[src/rtl/led_s2p_rx.sv]
// Board-side receiver for the LED shift-register link: oversamples s_clk/s_din/s_clrn/s_pen,
// shifts DATA_BITS bits per frame and latches the frame to par_out on a rising parallel-enable.
module led_s2p_rx #(
    parameter int DATA_BITS       = 16,
    parameter int DATA_COUNT_BITS = 4,
    parameter bit INVERT          = 1'b1
) (
    input  logic                 clk,
    input  logic                 rstn,
    input  logic                 s_clk,
    input  logic                 s_din,
    input  logic                 s_clrn,
    input  logic                 s_pen,
    output logic [DATA_BITS-1:0] par_out,
    output logic                 par_valid,
    output logic                 frame_err,
    output logic                 busy,
    output logic [7:0]           frame_cnt,
    output logic [1:0]           dbg_state
);

    localparam int CNT_W = DATA_COUNT_BITS + 1;
    localparam logic [CNT_W-1:0] FULL_CNT = CNT_W'(DATA_BITS);

    localparam logic [1:0] ST_IDLE  = 2'd0;
    localparam logic [1:0] ST_SHIFT = 2'd1;
    localparam logic [1:0] ST_FULL  = 2'd2;
    localparam logic [1:0] ST_OVER  = 2'd3;

    // Two-flop synchronisers; clk and pen keep a third flop for edge detection.
    logic r_clk_s1, r_clk_s2, r_clk_prev;
    logic r_din_s1, r_din_s2;
    logic r_clrn_s1, r_clrn_s2;
    logic r_pen_s1, r_pen_s2, r_pen_prev;

    logic [DATA_BITS-1:0] r_sr;
    logic [CNT_W-1:0]     r_cnt;
    logic [1:0]           r_state;
    logic [DATA_BITS-1:0] r_par_out;
    logic                 r_par_valid;
    logic                 r_frame_err;
    logic                 r_busy;
    logic [7:0]           r_frame_cnt;

    logic                 w_clk_rise;
    logic                 w_pen_rise;
    logic                 w_good;
    logic                 w_bad;
    logic [DATA_BITS-1:0] w_sr_nxt;
    logic [DATA_BITS-1:0] w_sr_shift;
    logic [CNT_W-1:0]     w_cnt_nxt;
    logic [CNT_W-1:0]     w_cnt_inc;
    logic [1:0]           w_state_nxt;

    always_ff @(posedge clk or negedge rstn) begin
        if (!rstn) begin
            r_clk_s1   <= 1'b0;
            r_clk_s2   <= 1'b0;
            r_clk_prev <= 1'b0;
            r_din_s1   <= 1'b0;
            r_din_s2   <= 1'b0;
            r_clrn_s1  <= 1'b0;
            r_clrn_s2  <= 1'b0;
            r_pen_s1   <= 1'b0;
            r_pen_s2   <= 1'b0;
            r_pen_prev <= 1'b0;
        end else begin
            r_clk_s1   <= s_clk;
            r_clk_s2   <= r_clk_s1;
            r_clk_prev <= r_clk_s2;
            r_din_s1   <= s_din;
            r_din_s2   <= r_din_s1;
            r_clrn_s1  <= s_clrn;
            r_clrn_s2  <= r_clrn_s1;
            r_pen_s1   <= s_pen;
            r_pen_s2   <= r_pen_s1;
            r_pen_prev <= r_pen_s2;
        end
    end

    assign w_clk_rise = r_clk_s2 & ~r_clk_prev;
    assign w_pen_rise = r_pen_s2 & ~r_pen_prev;
    assign w_sr_shift = {r_sr[DATA_BITS-2:0], r_din_s2};
    assign w_cnt_inc  = r_cnt + CNT_W'(1);

    // Priority: clear > parallel-enable > shift clock. A shift edge coincident
    // with PEN is dropped, so PEN judges the count before that edge.
    always_comb begin
        w_state_nxt = r_state;
        w_cnt_nxt   = r_cnt;
        w_sr_nxt    = r_sr;
        w_good      = 1'b0;
        w_bad       = 1'b0;
        if (!r_clrn_s2) begin
            w_state_nxt = ST_IDLE;
            w_cnt_nxt   = '0;
            w_sr_nxt    = '0;
        end else if (w_pen_rise) begin
            if ((r_state == ST_FULL) && (r_cnt == FULL_CNT)) begin
                w_good = 1'b1;
            end else begin
                w_bad = 1'b1;
            end
            w_state_nxt = ST_IDLE;
            w_cnt_nxt   = '0;
            w_sr_nxt    = '0;
        end else if (w_clk_rise) begin
            case (r_state)
                ST_IDLE: begin
                    w_sr_nxt    = w_sr_shift;
                    w_cnt_nxt   = CNT_W'(1);
                    w_state_nxt = ST_SHIFT;
                end
                ST_SHIFT: begin
                    w_sr_nxt  = w_sr_shift;
                    w_cnt_nxt = w_cnt_inc;
                    if (w_cnt_inc == FULL_CNT) begin
                        w_state_nxt = ST_FULL;
                    end
                end
                ST_FULL: begin
                    w_state_nxt = ST_OVER;
                end
                default: begin
                    w_state_nxt = ST_OVER;
                end
            endcase
        end
    end

    always_ff @(posedge clk or negedge rstn) begin
        if (!rstn) begin
            r_state     <= ST_IDLE;
            r_cnt       <= '0;
            r_sr        <= '0;
            r_busy      <= 1'b0;
            r_par_out   <= '0;
            r_par_valid <= 1'b0;
            r_frame_err <= 1'b0;
            r_frame_cnt <= 8'd0;
        end else begin
            r_state     <= w_state_nxt;
            r_cnt       <= w_cnt_nxt;
            r_sr        <= w_sr_nxt;
            r_busy      <= (w_state_nxt != ST_IDLE);
            r_par_valid <= w_good;
            if (w_good) begin
                r_par_out   <= INVERT ? ~r_sr : r_sr;
                r_frame_err <= 1'b0;
                r_frame_cnt <= r_frame_cnt + 8'd1;
            end else if (w_bad) begin
                r_frame_err <= 1'b1;
            end
        end
    end

    // par_valid is a one-cycle strobe with no ready: par_out/frame_cnt are valid on that cycle and held after.
    assign par_out   = r_par_out;
    assign par_valid = r_par_valid;
    assign frame_err = r_frame_err;
    assign busy      = r_busy;
    assign frame_cnt = r_frame_cnt;
    assign dbg_state = r_state;

endmodule
[config.mk]
export PLATFORM = sky130hd
export DESIGN_NAME = led_s2p_rx
export DESIGN_NICKNAME = d
export VERILOG_FILES = /design/src/rtl/led_s2p_rx.sv
export SDC_FILE = /design/constraint.sdc
export NUM_CORES = 1
export LEC_CHECK = 0
export BUFFER_PORTS_ARGS = -buffer_cell sky130_fd_sc_hd__clkbuf_2
export CAP_MARGIN = 20
export CORE_ASPECT_RATIO = 1.4
export CORE_UTILIZATION = 50
export CTS_BUF_LIST = sky130_fd_sc_hd__clkbuf_4
export DETAILED_ROUTE_END_ITERATION = 8
export PLACE_DENSITY = 0.71
export SLEW_MARGIN = 20
export SYNTH_ARGS = -nofsm -noshare
export SYNTH_HDL_FRONTEND = slang
export SYNTH_SLANG_ARGS = --single-unit
[constraint.sdc]
create_clock -name clk -period 2.03 [get_ports clk]
set_input_delay 0.1015 -clock clk [delete_from_list [all_inputs] [get_ports clk]]
set_output_delay 0.1015 -clock clk [all_outputs]
set_load 0.01 [all_outputs]
Yosys cells after proc, flatten, opt, wreduce, memory -nomap -nowiden
Cells that the tools add are included.
- word-level logic and storage cells: 60
- flip-flop bits (word level): 60
- input port bits: 6
- output and inout port bits: 29
- equality and inequality tests: 7
- bitwise gates (word level): 5
- reductions and logical operators: 7
- add/subtract/negate cells: 2
- muxes and demuxes: 21
- operators with widths (kind ; count):
    two-way mux 16 bit ; 4
    inverter 16 bit ; 1
    two-way mux 5 bit ; 3
    equality test 5 bit, second input constant ; 2
    case mux 5 bit (2 select lines) ; 1
    adder 8 x 1 -> 8 bit, second input constant ; 1
    two-way mux 1 bit ; 8
    two-way mux 2 bit ; 4
    adder 5 x 1 -> 5 bit, second input constant ; 1
    != test 4 x 1 -> 1 bit, second input constant ; 1
    case mux 2 bit (2 select lines) ; 1
    AND reduction 2 bit ; 2
    nonzero test 2 bit ; 2
    != test 3 x 1 -> 1 bit, second input constant ; 1
    != test 3 x 2 -> 1 bit, second input constant ; 1
    bitwise AND 1 bit ; 2
    equality test 2 x 1 -> 1 bit, second input constant ; 1
    equality test 2 bit, second input constant ; 1
    zero test 2 bit ; 1
    inverter 1 bit ; 2
    OR reduction 2 bit ; 1
    logical AND 1 bit ; 1

Depth between registers and ports, before layout
- depth in word-level cells: 8
- depth in mapped cells: 6
- mapped depth without buffers: 6

Least setup slack after synthesis
OpenSTA, ideal clock, no wires.
- path kind: reg2reg
- from: register r_cnt[2]
- to: register r_frame_cnt[3] (netlist: frame_cnt[3])
- required time: 1.903 ns
- arrival time: 1.309 ns
- clock period less this slack: 1.436 ns
- setup slack: 0.594 ns
- buffers on the path: 0
- stages on the path, launching flop included: 6
- library setup time: 0.127 ns
- cell sequence: dfrtp_1 nor4b_4 nand4_4 clkinv_2 nand4_1 xnor2_1
- cells in the longest elaborated chain, start to end: 5
- ends and longest elaborated chain (element ; line ; RTL):
    start, declared ; 37 ; logic [CNT_W-1:0] r_cnt;
    start signal, assigned ; 143 ; r_cnt <= w_cnt_nxt;
    equality test 5 bit ; 99 ; if ((r_state == ST_FULL) && (r_cnt == FULL_CNT)) begin
    logical AND 1 bit ; 99 ;
    two-way mux 1 bit ; 99 ;
    two-way mux 1 bit ; 98 ; end else if (w_pen_rise) begin
    two-way mux 1 bit ; 94 ; if (!r_clrn_s2) begin
    via w_good ; 47 ; logic w_good;
    end signal, assigned ; 150 ; r_frame_cnt <= r_frame_cnt + 8'd1;
    end, declared ; 43 ; logic [7:0] r_frame_cnt;
The timed path passes the listed nets, and every way through them passes these cells.
A chain may end at the register's enable or synchronous reset.

Worst setup path in the final report
- from: register r_state[0] (netlist: dbg_state[0])
- to: register r_par_out[11] (netlist: par_out[11])
- cells in the longest elaborated chain, start to end: 5
- ends and longest elaborated chain (element ; line ; RTL):
    start, declared ; 38 ; logic [1:0] r_state;
    start signal, assigned ; 142 ; r_state <= w_state_nxt;
    equality test 2 bit ; 99 ;
    logical AND 1 bit ; 99 ;
    two-way mux 1 bit ; 99 ;
    two-way mux 1 bit ; 98 ;
    two-way mux 1 bit ; 94 ;
    end signal, assigned ; 148 ; r_par_out <= INVERT ? ~r_sr : r_sr;
    end, declared ; 39 ; logic [DATA_BITS-1:0] r_par_out;
Every way passes these cells.

==> impl_metrics.tcl <==
set metrics [dict create \
    die_h_microns 82.70 \
    end_kind "flip-flop" \
    p_per_area_nw_per_um2 756.8 \
    p_seq_frac 0.582 \
    syn-num-nets 226 \
    p_total_uw 2093 \
    fp.dieW_microns 59.65 \
    ctsLongestPathBuffers 2 \
    die-area_sq_um 4933 \
    tightest_slew_ns 0.6579 \
    grt_pass1_vias 1420 \
    ios 35 \
    drt-initial-drc-count 69 \
    insertion_delay_ns 0.40 \
    synth_area_per_cell_sq_um 10.72 \
    diodes 0 \
    initial_core_util 0.5170 \
    netlist_area_sq_um 2326 \
    grt_start_max_net_pins 34 \
    cp.arrival_ns 1.85 \
    finalCriticalPeriod_ns 1.582 \
    switching_power_uw 481.7 \
    core_sq_um 4499 \
    final_cell_mix "dfrtp_1, nand2_1, clkbuf_2" \
    clockRootBuffer "clkbuf_4" \
    grt_overflow_total 0 \
    vias 1663 \
    cp.required_ns 2.30 \
    fmax_mhz 632.0 \
    drt-met1-wl_mm 1.864 \
    cts_max_level 3 \
    switching_share 0.2302 \
    startpoint_type "flip-flop" \
    rows 29 \
    power_leakage_uw 0.001296 \
    slew_viol_final 0 \
    layout_worst_path_cycle_share 0.7794 \
    area_growth_pct 18.88 \
    path_clk_slew_ns 0.09 \
    nets 272 \
    wl_per_cell_microns 12.08 \
    post_route_cells_drive_above_1_share 0.2276 \
    min_path_type "in -> async" \
    comb_power_share 0.039 \
    cap_violations 0 \
    critPathMaxFanout 33 \
    cts_sinks 60 \
    status "completed" \
    setup_tns_ns 0 \
    fin_hold_ws_ns 0.2493 \
    first_pass_iters 4 \
    gp_congestion 0.7241 \
    internal-power_uw 1611 \
    slew_headroom 0.5614 \
    vias_per_cell 5.039 \
    top_layer "met4" \
    ant_nets 0 \
    cts_tree "built" \
    ir_drop_uv 418.2 \
    ys_seq_area_frac 0.6455 \
    antenna_found_initial 0 \
    final_core_util 0.6146 \
    setup_violations 0 \
    skew_ns 0.01128 \
    route.met3.wl_microns 207 \
    rr_worst_depth 5 \
    synth_warnings 0 \
    synth-seq-cells 60 \
    dpl.hpwl_mm 2.581 \
    numCtsBuffers 9 \
    remaining_drc_errors 0 \
    final_common_cell "dfrtp_1" \
    netlist-cell-type-count 27 \
    grt_pass1_wl_mm 6.272 \
    pwr-share-clk 0.379 \
    rsz0062_at_grt "no" \
    hold_violations 0 \
    port_buffers 34 \
    synthCells 217 \
    routed_wl_mm 3.985 \
    track_usage 0.1794 \
    critical_path_class "reg -> reg" \
    routed-wl-met2_mm 1.843 \
    post_cts_buffers 0 \
]
==> per-layer routing <==
layer,GRT usage,vias to the layer above
met4,0.1047,0
met2,0.2678,52
met1,0.2183,782
met3,0.07009,8
met5,0,-
li1,-,821
==> cell type report <==
cell class,instances,area (sq um)
inverter,5,20.02
sequential,60,1501
clock inverter,6,55.05
multi-input combinational,142,770.7
tap,62,77.57
clock buffer,10,75.07
timing repair buffer,45,265.3
fill,387,1734
==> through the flow <==
stage,instance area [sq um],instances,worst slack [ns]
CTS,2765,330,0.4444
global placement,2585,309,0.5092
global route,2765,330,0.3150
floorplan,2326,217,0.5943
detailed placement,2585,309,0.4618
finish,2765,330,0.4478
==> timing repair <==
item | in CTS | in global routing
resized for setup | 0 | 0
hold endpoints to repair | 29 | 0
hold buffers | 5 | 0
==> power by group through the flow <==
stage               clock network [uW]  registers, uW  logic [uW]
global placement                     0           1240        76.3
detailed placement                   0           1240        76.9
CTS                                810           1220        84.7
finish                             792           1220        82.0
global route                       865           1220        92.3
floorplan                            0           1240        33.3
==> cells by family (layout without fill, tap and decap cells) <==
| logic type | Yosys count | count (layout) | share of synthesized area |
|---|---|---|---|
| buffers and inverters | 15 | 66 | 0.02528 |
| xor gates and xnor gates | 7 | 7 | 0.02636 |
| adders and majority gates | 3 | 3 | 0.01614 |
| DFF | 60 | 60 | 0.6455 |
| and+or+nand+nor | 87 | 87 | 0.1856 |
| AOI/OAI and AO/OA | 45 | 45 | 0.1011 |
==> state kept, by name, summed over array words and instances (netlist names), 2 cells and up <==
| register | cells |
|---|---|
| frame_cnt | 8 |
| par_out | 16 |
| r_cnt | 5 |
| dbg_state | 2 |
| r_sr | 16 |
==> synthesized netlist by cell type <==
cell type | count | area, sq um
dfrtp_1 | 60 | 1501
nor2b_1 | 3 | 18.77
o21ai_1 | 1 | 5.000
nand2_1 | 58 | 217.7
nor3b_1 | 1 | 7.510
nor3_2 | 2 | 20.02
inv_1 | 4 | 15.01
a31oi_1 | 2 | 12.51
nand4b_1 | 2 | 17.52
and3b_1 | 1 | 8.760
a211oi_1 | 1 | 7.510
buf_2 | 1 | 5.000
or4b_1 | 1 | 10.01
ha_1 | 3 | 37.54
a21oi_1 | 22 | 110.1
xnor2_1 | 5 | 43.79
clkbuf_1 | 9 | 33.78
nand4_1 | 3 | 18.77
clkinv_2 | 1 | 5.000
nand4_4 | 1 | 21.27
o21ai_0 | 18 | 90.09
o21ba_2 | 1 | 10.01
nor4b_4 | 1 | 23.77
nand3_1 | 8 | 40.04
and4_1 | 1 | 8.760
xor2_1 | 2 | 17.52
nor2_1 | 5 | 18.77
==> critical path, stage by stage (launching register included) <==
cell     delay (ns)
dfrtp_1        0.53
nor4b_4        0.31
nand4_4        0.17
buf_4          0.26
nand2_1        0.09
o21ai_0        0.09
==> worst paths after layout <==
| check | slack [ns] | start | end |
|---|---|---|---|
| max reg2reg | 0.45 | dbg_state[0]$_DFF_PN0_ | par_out[11]$_DFFE_PN0P_ |
| max in group asynchronous | 1.08 | rstn | r_sr[7]$_DFFE_PN0P_ |
| min reg2reg | 0.36 | r_din_s1$_DFF_PN0_ | r_din_s2$_DFF_PN0_ |
| min | 0.25 | rstn | par_valid$_DFF_PN0_ |
| max | 0.45 | dbg_state[0]$_DFF_PN0_ | par_out[11]$_DFFE_PN0P_ |
| min in group clk | 0.34 | s_pen | r_pen_s1$_DFF_PN0_ |
(Power assumes the default switching activity.)
